===== config.mk =====
export PLATFORM = sky130hd
export DESIGN_NAME = audio_i2s_tx_flat
export DESIGN_NICKNAME = d
export VERILOG_FILES = /design/src/rtl/audio_pkg.sv /design/src/rtl/audio_i2s_tx_if.sv /design/src/rtl/i2s_bclk_gen.sv /design/src/rtl/audio_i2s_tx.sv /design/src/flat_wrapper.sv
export SDC_FILE = /design/constraint.sdc
export NUM_CORES = 1
export LEC_CHECK = 0
export BUFFER_PORTS_ARGS = -buffer_cell sky130_fd_sc_hd__buf_2
export CORE_MARGIN = 5
export CORE_UTILIZATION = 61
export DETAILED_ROUTE_END_ITERATION = 16
export PLACE_DENSITY = 0.78
export SYNTH_ARGS = -nofsm -noshare
export SYNTH_HDL_FRONTEND = slang
export SYNTH_SLANG_ARGS = --single-unit

===== constraint.sdc =====
create_clock -name clk -period 4.5 [get_ports clk]
set_input_delay 0 -clock clk [delete_from_list [all_inputs] [get_ports clk]]
set_output_delay 0 -clock clk [all_outputs]
set_load 0.02 [all_outputs]

===== src/rtl/audio_pkg.sv =====
// Shared types and helpers for the I2S audio transmitter.
package audio_pkg;

  localparam int I2S_BITS_PER_FRAME = 32;
  localparam int SAMPLE_W           = 16;

  typedef struct packed {
    logic signed [SAMPLE_W-1:0] l;
    logic signed [SAMPLE_W-1:0] r;
  } stereo_sample_t;

  // Sum in 17 bits so L+R cannot overflow, then halve once more than the
  // requested attenuation; the result is truncated, not saturated.
  function automatic logic signed [SAMPLE_W-1:0] mono_mix(
    input logic signed [SAMPLE_W-1:0] l,
    input logic signed [SAMPLE_W-1:0] r,
    input int unsigned                shift
  );
    logic signed [SAMPLE_W:0] sum;
    logic signed [SAMPLE_W:0] scaled;
    sum    = {l[SAMPLE_W-1], l} + {r[SAMPLE_W-1], r};
    scaled = sum >>> (shift + 1);
    return scaled[SAMPLE_W-1:0];
  endfunction

endpackage


===== src/rtl/audio_i2s_tx_if.sv =====
// Sample producer -> I2S transmitter valid/ready channel.
interface audio_i2s_tx_if;
  import audio_pkg::*;

  logic signed [SAMPLE_W-1:0] sample_l;
  logic signed [SAMPLE_W-1:0] sample_r;
  logic                       sample_valid;
  logic                       sample_ready;

  modport master (output sample_l, sample_r, sample_valid, input sample_ready);
  modport slave  (input sample_l, sample_r, sample_valid, output sample_ready);
endinterface


===== src/rtl/i2s_bclk_gen.sv =====
// Fractional phase-accumulator BCK generator; rise/fall flag the edge that
// the next clk will produce.
module i2s_bclk_gen
  import audio_pkg::*;
#(
  parameter int unsigned CLK_HZ      = 28636400,
  parameter int unsigned SAMPLE_RATE = 48000
) (
  input  logic clk,
  input  logic rst_n,
  output logic bck_o,
  output logic rise_o,
  output logic fall_o
);

  localparam int unsigned INC = 2 * SAMPLE_RATE * I2S_BITS_PER_FRAME;

  if (CLK_HZ < 2 * INC) begin : g_bad_ratio
    $error("i2s_bclk_gen: CLK_HZ must be at least twice the BCK toggle rate");
  end

  logic [31:0] acc_q, acc_d;
  logic        bck_q, bck_d;
  logic [32:0] sum;
  logic [32:0] wrapped;
  logic        toggle;

  // NOTE: every variable written here gets a default first, so no path can
  // leave it unassigned and infer a latch.
  always_comb begin
    sum     = {1'b0, acc_q} + {1'b0, INC};
    wrapped = sum - {1'b0, CLK_HZ};
    toggle  = (sum >= {1'b0, CLK_HZ});
    acc_d   = toggle ? wrapped[31:0] : sum[31:0];
    bck_d   = bck_q ^ toggle;
  end

  // NOTE: state registers use non-blocking assignments so all flops update
  // together from values sampled before the edge.
  always_ff @(posedge clk or negedge rst_n) begin
    if (!rst_n) begin
      acc_q <= '0;
      bck_q <= 1'b0;
    end else begin
      acc_q <= acc_d;
      bck_q <= bck_d;
    end
  end

  assign bck_o  = bck_q;
  assign rise_o = toggle & ~bck_q;
  assign fall_o = toggle &  bck_q;

endmodule


===== src/rtl/audio_i2s_tx.sv =====
// Philips-I2S transmitter with one-entry sample holding register, underrun
// replay and amplifier enable.
module audio_i2s_tx
  import audio_pkg::*;
#(
  parameter int unsigned CLK_HZ      = 28636400,
  parameter int unsigned SAMPLE_RATE = 48000,
  parameter int unsigned STEREO      = 1,
  parameter int unsigned AUDIO_SHIFT = 2,
  parameter int unsigned AMP_EN_LOW  = 1
) (
  input  logic           clk,
  input  logic           pll_lock,
  audio_i2s_tx_if.slave  smp_if,
  input  logic           mute,
  output logic           hp_bck,
  output logic           hp_ws,
  output logic           hp_din,
  output logic           pa_en,
  output logic           frame_start,
  output logic           underrun
);

  logic bck_rise, bck_fall;

  i2s_bclk_gen #(
    .CLK_HZ      (CLK_HZ),
    .SAMPLE_RATE (SAMPLE_RATE)
  ) u_bclk (
    .clk    (clk),
    .rst_n  (pll_lock),
    .bck_o  (hp_bck),
    .rise_o (bck_rise),
    .fall_o (bck_fall)
  );

  logic [4:0]     bit_cnt_q, bit_cnt_d;
  logic [31:0]    shift_q, shift_d;
  logic           ws_q, ws_d;
  logic           din_q, din_d;
  stereo_sample_t hold_q, hold_d;
  logic           hold_full_q, hold_full_d;
  stereo_sample_t last_q, last_d;
  logic           ready_q, ready_d;
  logic           en_q;
  logic           underrun_q, underrun_d;

  logic           load;
  logic           capture;
  stereo_sample_t cap_sample;
  stereo_sample_t src;
  stereo_sample_t frame_word;

  always_comb begin
    load    = bck_fall && (bit_cnt_q == 5'd31);
    capture = smp_if.sample_valid && ready_q;

    if (STEREO != 0) begin
      cap_sample.l = smp_if.sample_l;
      cap_sample.r = smp_if.sample_r;
    end else begin
      cap_sample.l = mono_mix(smp_if.sample_l, smp_if.sample_r, AUDIO_SHIFT);
      cap_sample.r = cap_sample.l;
    end

    // An empty holding register at load time replays the previous sample.
    src        = hold_full_q ? hold_q : last_q;
    frame_word = mute ? '0 : src;

    bit_cnt_d   = bit_cnt_q;
    shift_d     = shift_q;
    ws_d        = ws_q;
    din_d       = din_q;
    hold_d      = hold_q;
    hold_full_d = hold_full_q;
    last_d      = last_q;
    underrun_d  = underrun_q;

    if (bck_fall) begin
      bit_cnt_d = bit_cnt_q + 5'd1;
      ws_d      = (bit_cnt_d >= 5'd15) && (bit_cnt_d <= 5'd30);
      if (load) begin
        din_d   = frame_word[31];
        shift_d = {frame_word[30:0], 1'b0};
      end else begin
        din_d   = shift_q[31];
        shift_d = {shift_q[30:0], 1'b0};
      end
    end

    if (load) begin
      last_d      = src;
      hold_full_d = 1'b0;
      if (!hold_full_q) underrun_d = 1'b1;
    end

    // Capture after load: a same-clk capture refills the slot just drained.
    if (capture) begin
      hold_d      = cap_sample;
      hold_full_d = 1'b1;
    end

    ready_d = !hold_full_d;
  end

  // NOTE: the holding and last-sample registers are ordinary flops, so they
  // are reset like the rest of the state (a frame after reset sends zeros).
  always_ff @(posedge clk or negedge pll_lock) begin
    if (!pll_lock) begin
      bit_cnt_q   <= 5'd31;
      shift_q     <= '0;
      ws_q        <= 1'b0;
      din_q       <= 1'b0;
      hold_q      <= '0;
      hold_full_q <= 1'b0;
      last_q      <= '0;
      ready_q     <= 1'b0;
      en_q        <= 1'b0;
      underrun_q  <= 1'b0;
    end else begin
      bit_cnt_q   <= bit_cnt_d;
      shift_q     <= shift_d;
      ws_q        <= ws_d;
      din_q       <= din_d;
      hold_q      <= hold_d;
      hold_full_q <= hold_full_d;
      last_q      <= last_d;
      ready_q     <= ready_d;
      en_q        <= 1'b1;
      underrun_q  <= underrun_d;
    end
  end

  assign hp_ws               = ws_q;
  assign hp_din              = din_q;
  assign smp_if.sample_ready = ready_q;
  assign pa_en               = (AMP_EN_LOW != 0) ? ~en_q : en_q;
  assign frame_start         = load;
  assign underrun            = underrun_q;

  a_edges_exclusive : assert property (@(posedge clk) disable iff (!pll_lock)
    !(bck_rise && bck_fall));

endmodule


===== src/flat_wrapper.sv =====
// flat-port wrapper written by rule: the top's interface ports become plain ports
module audio_i2s_tx_flat import audio_pkg::*;
#(
  parameter int unsigned CLK_HZ      = 28636400,
  parameter int unsigned SAMPLE_RATE = 48000,
  parameter int unsigned STEREO      = 1,
  parameter int unsigned AUDIO_SHIFT = 2,
  parameter int unsigned AMP_EN_LOW  = 1
)
  (clk, pll_lock, mute, hp_bck, hp_ws, hp_din, pa_en, frame_start, underrun, smp_if_sample_l, smp_if_sample_r, smp_if_sample_valid, smp_if_sample_ready);
  audio_i2s_tx_if smp_if_i ();
  input  logic clk;
  input  logic pll_lock;
  input  logic mute;
  output logic hp_bck;
  output logic hp_ws;
  output logic hp_din;
  output logic pa_en;
  output logic frame_start;
  output logic underrun;
  input wire logic [$bits(smp_if_i.sample_l)-1:0] smp_if_sample_l;
  input wire logic [$bits(smp_if_i.sample_r)-1:0] smp_if_sample_r;
  input wire logic [$bits(smp_if_i.sample_valid)-1:0] smp_if_sample_valid;
  output wire logic [$bits(smp_if_i.sample_ready)-1:0] smp_if_sample_ready;
  assign smp_if_i.sample_l = smp_if_sample_l;
  assign smp_if_i.sample_r = smp_if_sample_r;
  assign smp_if_i.sample_valid = smp_if_sample_valid;
  assign smp_if_sample_ready = smp_if_i.sample_ready;
  audio_i2s_tx #(.CLK_HZ(CLK_HZ), .SAMPLE_RATE(SAMPLE_RATE), .STEREO(STEREO), .AUDIO_SHIFT(AUDIO_SHIFT), .AMP_EN_LOW(AMP_EN_LOW)) u_core (.clk(clk), .pll_lock(pll_lock), .smp_if(smp_if_i), .mute(mute), .hp_bck(hp_bck), .hp_ws(hp_ws), .hp_din(hp_din), .pa_en(pa_en), .frame_start(frame_start), .underrun(underrun));
endmodule

==> reports/qor.txt <==
via-per-instance ratio = 5.850
fillers = 720
Max IR drop VDD = 0.0003638 V
DP Wirelength = 8.732 mm
fraction of layout cells with a size suffix above 1 = 29.00%
Critical Path Max Stage Delay = 660 ps
starting density of the core = 62.99%
Sequential Power Share = 46.0%
Die Y = 116.3 um
worst relative slew slack = 42.52%
syn_nets = 671
crit path buf inv count = 3
Clock Latency Late Sink = 420 ps
GRT Util Overall = 23.26%
Layout area overhead = 17.60%
standard-cell row count = 38
minimum clock period = 4213 ps
Peak Freq = 0.2373 GHz
Worst setup endpoint = u_core.last_q[11]
ranking of synthesized cells by area = dfrtp_1, mux2_2, a21oi_1, nor2b_1, nor2_1
Post-Synthesis Cell Area = 6888 sq um
sequential element share of the synthesized area = 49.14%
startpoint class of the critical path = register
total global routing overflow = 0
final hold vios = 0
FFs w/ async S/R, synth = 100.0%
WP data required = 4800 ps
initial drt markers = 367
CTS clk-pin slew, worst paths = 60 ps
post-synth top area share = 47.23%
Core Area = 10940 sq um
r2r setup slk = 290 ps
crit path kind = register to register
fin crit share = 93.63%
crit path DAT = 4510 ps
Crit path max-delay family = simple AND/OR/NAND/NOR gates
status = finished clean
die span in x = 116.3 um
setup violators final = 0
Routed wire per std cell = 17.01 um
Final Net Count = 737
RSZ-0062 raised after global routing = false
register bit count reported by yosys = 135
most common cell after layout, fill and taps aside = dfrtp_1
routability cong. = 0.9175
crit path capture type = register
Inserted Clock Buffers = 17
yosys warns = 0
vias in the first global route = 5190
Crit. Startpoint = u_core.u_bclk.acc_q[21]
global-route wire length before repair = 24.81 mm
Top-Level Pins = 43
crit path cell chain = o2111ai_1 -> a31oi_1 -> a21boi_0 -> nor4_1 -> and3_1 -> and3_1 -> inv_4 -> ha_2 -> nand2_1 -> inv_1 -> nand2_1 -> buf_12 -> mux2_2
Yosys top cell by area = dfrtp_1
Internal = 2063 uW
Main synth FF type = dfrtp_1
Comb pwr share = 2.4%
worst min path class = input port to async pin
Detail Route Antenna Nets = 0
Via Count = 4955
Leakage = 0.003757 uW
Root Driver = clkbuf_16
setup TNS = 0 ps
# diodes = 0
Tightest Pin Transition = 862.1 ps
worst reg2reg startpoint = u_core.u_bclk.acc_q[21]
R2R Path End = u_core.last_q[11]
full die area = 13520 sq um
switching power = 580.9 uW
most frequent cells in the layout = dfrtp_1, mux2_2, a21oi_1, nor2_1, buf_2
Levels on crit path = 13
synthesized area per cell = 10.97 sq um
clock share of power = 51.7%
CP max stage cell = dfrtp_1
count of cell types in the netlist = 75
Power Total = 2644 uW
H-Tree Depth = 4
Slew Limit Fails = 0
Gate Count Post-Synth = 628
I/O Buffers = 42
Worst Clk Skew = 6.160 ps
DRC violations left = 0
drt total wl = 14.41 mm
Clock Sinks = 135
worst-path maximum fanout = 26
largest net degree at the start of global routing = 98
Clock Tree Buf Depth = 2
hold_ws = 237.0 ps
number of synthesized flops with an enable pin = 0
Reg2Reg Depth = 13
post-CTS sizing = 0
Sw Share = 21.97%
# Max-Cap Violations = 0
CTS tree = done
First-pass DRT Iterations = 5
PwrDens = 326.4 nW/um^2
initial antenna violation count = 0
[per-stage QoR]
step	area [sq um]	util [%]	setup WS (ps)	instances
floorplan	6888	-	326.7	628
global placement	7183	65.69	556.3	781
detailed placement	7183	65.69	396.4	781
CTS	8100	74.07	326.8	847
global route	8100	74.07	21.95	847
finish	8100	74.07	286.6	847
[cells by family (layout without fill, tap and decap cells)]
family	count (synthesis)	after routing	share of synthesized area (%)
fa+ha+maj	7	7	1.272
other cells	1	1	0.05444
flops	135	135	49.14
xor+xnor	33	33	4.305
compound gates	131	131	12.24
mux	103	103	16.82
simple gates	168	168	12.90
buf+inv	50	129	3.270
[per-layer routing]
layer	vias up	GRT usage (%)	share of wire [%]
met1	2457	30.55	45
li1	2350	-	-
met3	18	5.751	4.5
met5	-	0	0
met2	130	37.99	49
met4	0	7.889	1.5
[final cells by class]
type                            instances  area (sq um)  area share, %
Sequential cell                       135          3385          41.78
Multi-Input combinational cell        443          3283          40.53
Timing Repair Buffer                   84         629.4          7.770
Clock buffer                           18         429.2          5.298
Tap cell                              140         175.2          2.162
Clock inverter                         14         147.6          1.823
Inverter                               13         51.30         0.6333
[state kept, by name (all words and copies together), names as in the netlist]
signal	cells
u_core.last_q	32
u_core.u_bclk.bck_o	1
u_core.shift_q	31
u_core.hp_din	1
u_core.hold_q	32
u_core.u_bclk.acc_q	28
u_core.hp_ws	1
u_core.hold_full_q	1
u_core.smp_if.sample_ready	1
u_core.underrun	1
u_core.en_q	1
u_core.bit_cnt_q	5
[worst min path at each step]
stage | to | slack, ps | depth (start not counted)
after global routing | u_core.hold_q[5] | 310 | 2
after global placement | u_core.hold_q[5] | 160 | 1
after detailed placement | u_core.hold_q[5] | 150 | 1
final | u_core.hold_q[5] | 240 | 2
after floorplan | u_core.en_q | -300 | 0
after CTS | u_core.hold_q[5] | 280 | 2
[power groups by stage]
stage	clock network [uW]	registers (uW)	logic [uW]
floorplan	0	1240	1.18
global placement	0	1240	40.6
detailed placement	0	1240	41.7
CTS	1380	1210	64.2
global route	1440	1210	71.9
finish	1370	1210	63.1
[synthesized netlist by cell type (2+ instances only)]
cell and instances:
dfrtp_1 130, mux2_2 97, a21oi_1 69, nor2_1 52, nor2b_1 33, nand2_1 22
xnor2_1 19, clkbuf_1 16, xor2_1 13, buf_1 12, inv_1 12, o21ai_0 12
nand3_1 10, nor3_1 8, ha_1 7, nand2b_1 6, dfstp_2 5, nand4_1 5
a211oi_1 4, a31oi_1 4, and2_1 4, and3_1 4, buf_2 4, mux2i_1 4
o21a_1 4, o21bai_1 4, or3_1 4, a21o_1 3, buf_6 3, nand3b_1 3
a211o_1 2, a21oi_2 2, a31oi_2 2, and4b_1 2, buf_4 2, nor4_1 2
o211ai_1 2, o22ai_1 2, o31a_1 2, or2_2 2
[timing repair]
| item | 4_1_cts | 5_1_grt |
|---|---|---|
| setup buffers | 0 | 0 |
| endpoints found under the hold margin | 124 | 0 |
| hold buffers | 34 | 0 |
Note: power is estimated with default switching activity, not from simulation.
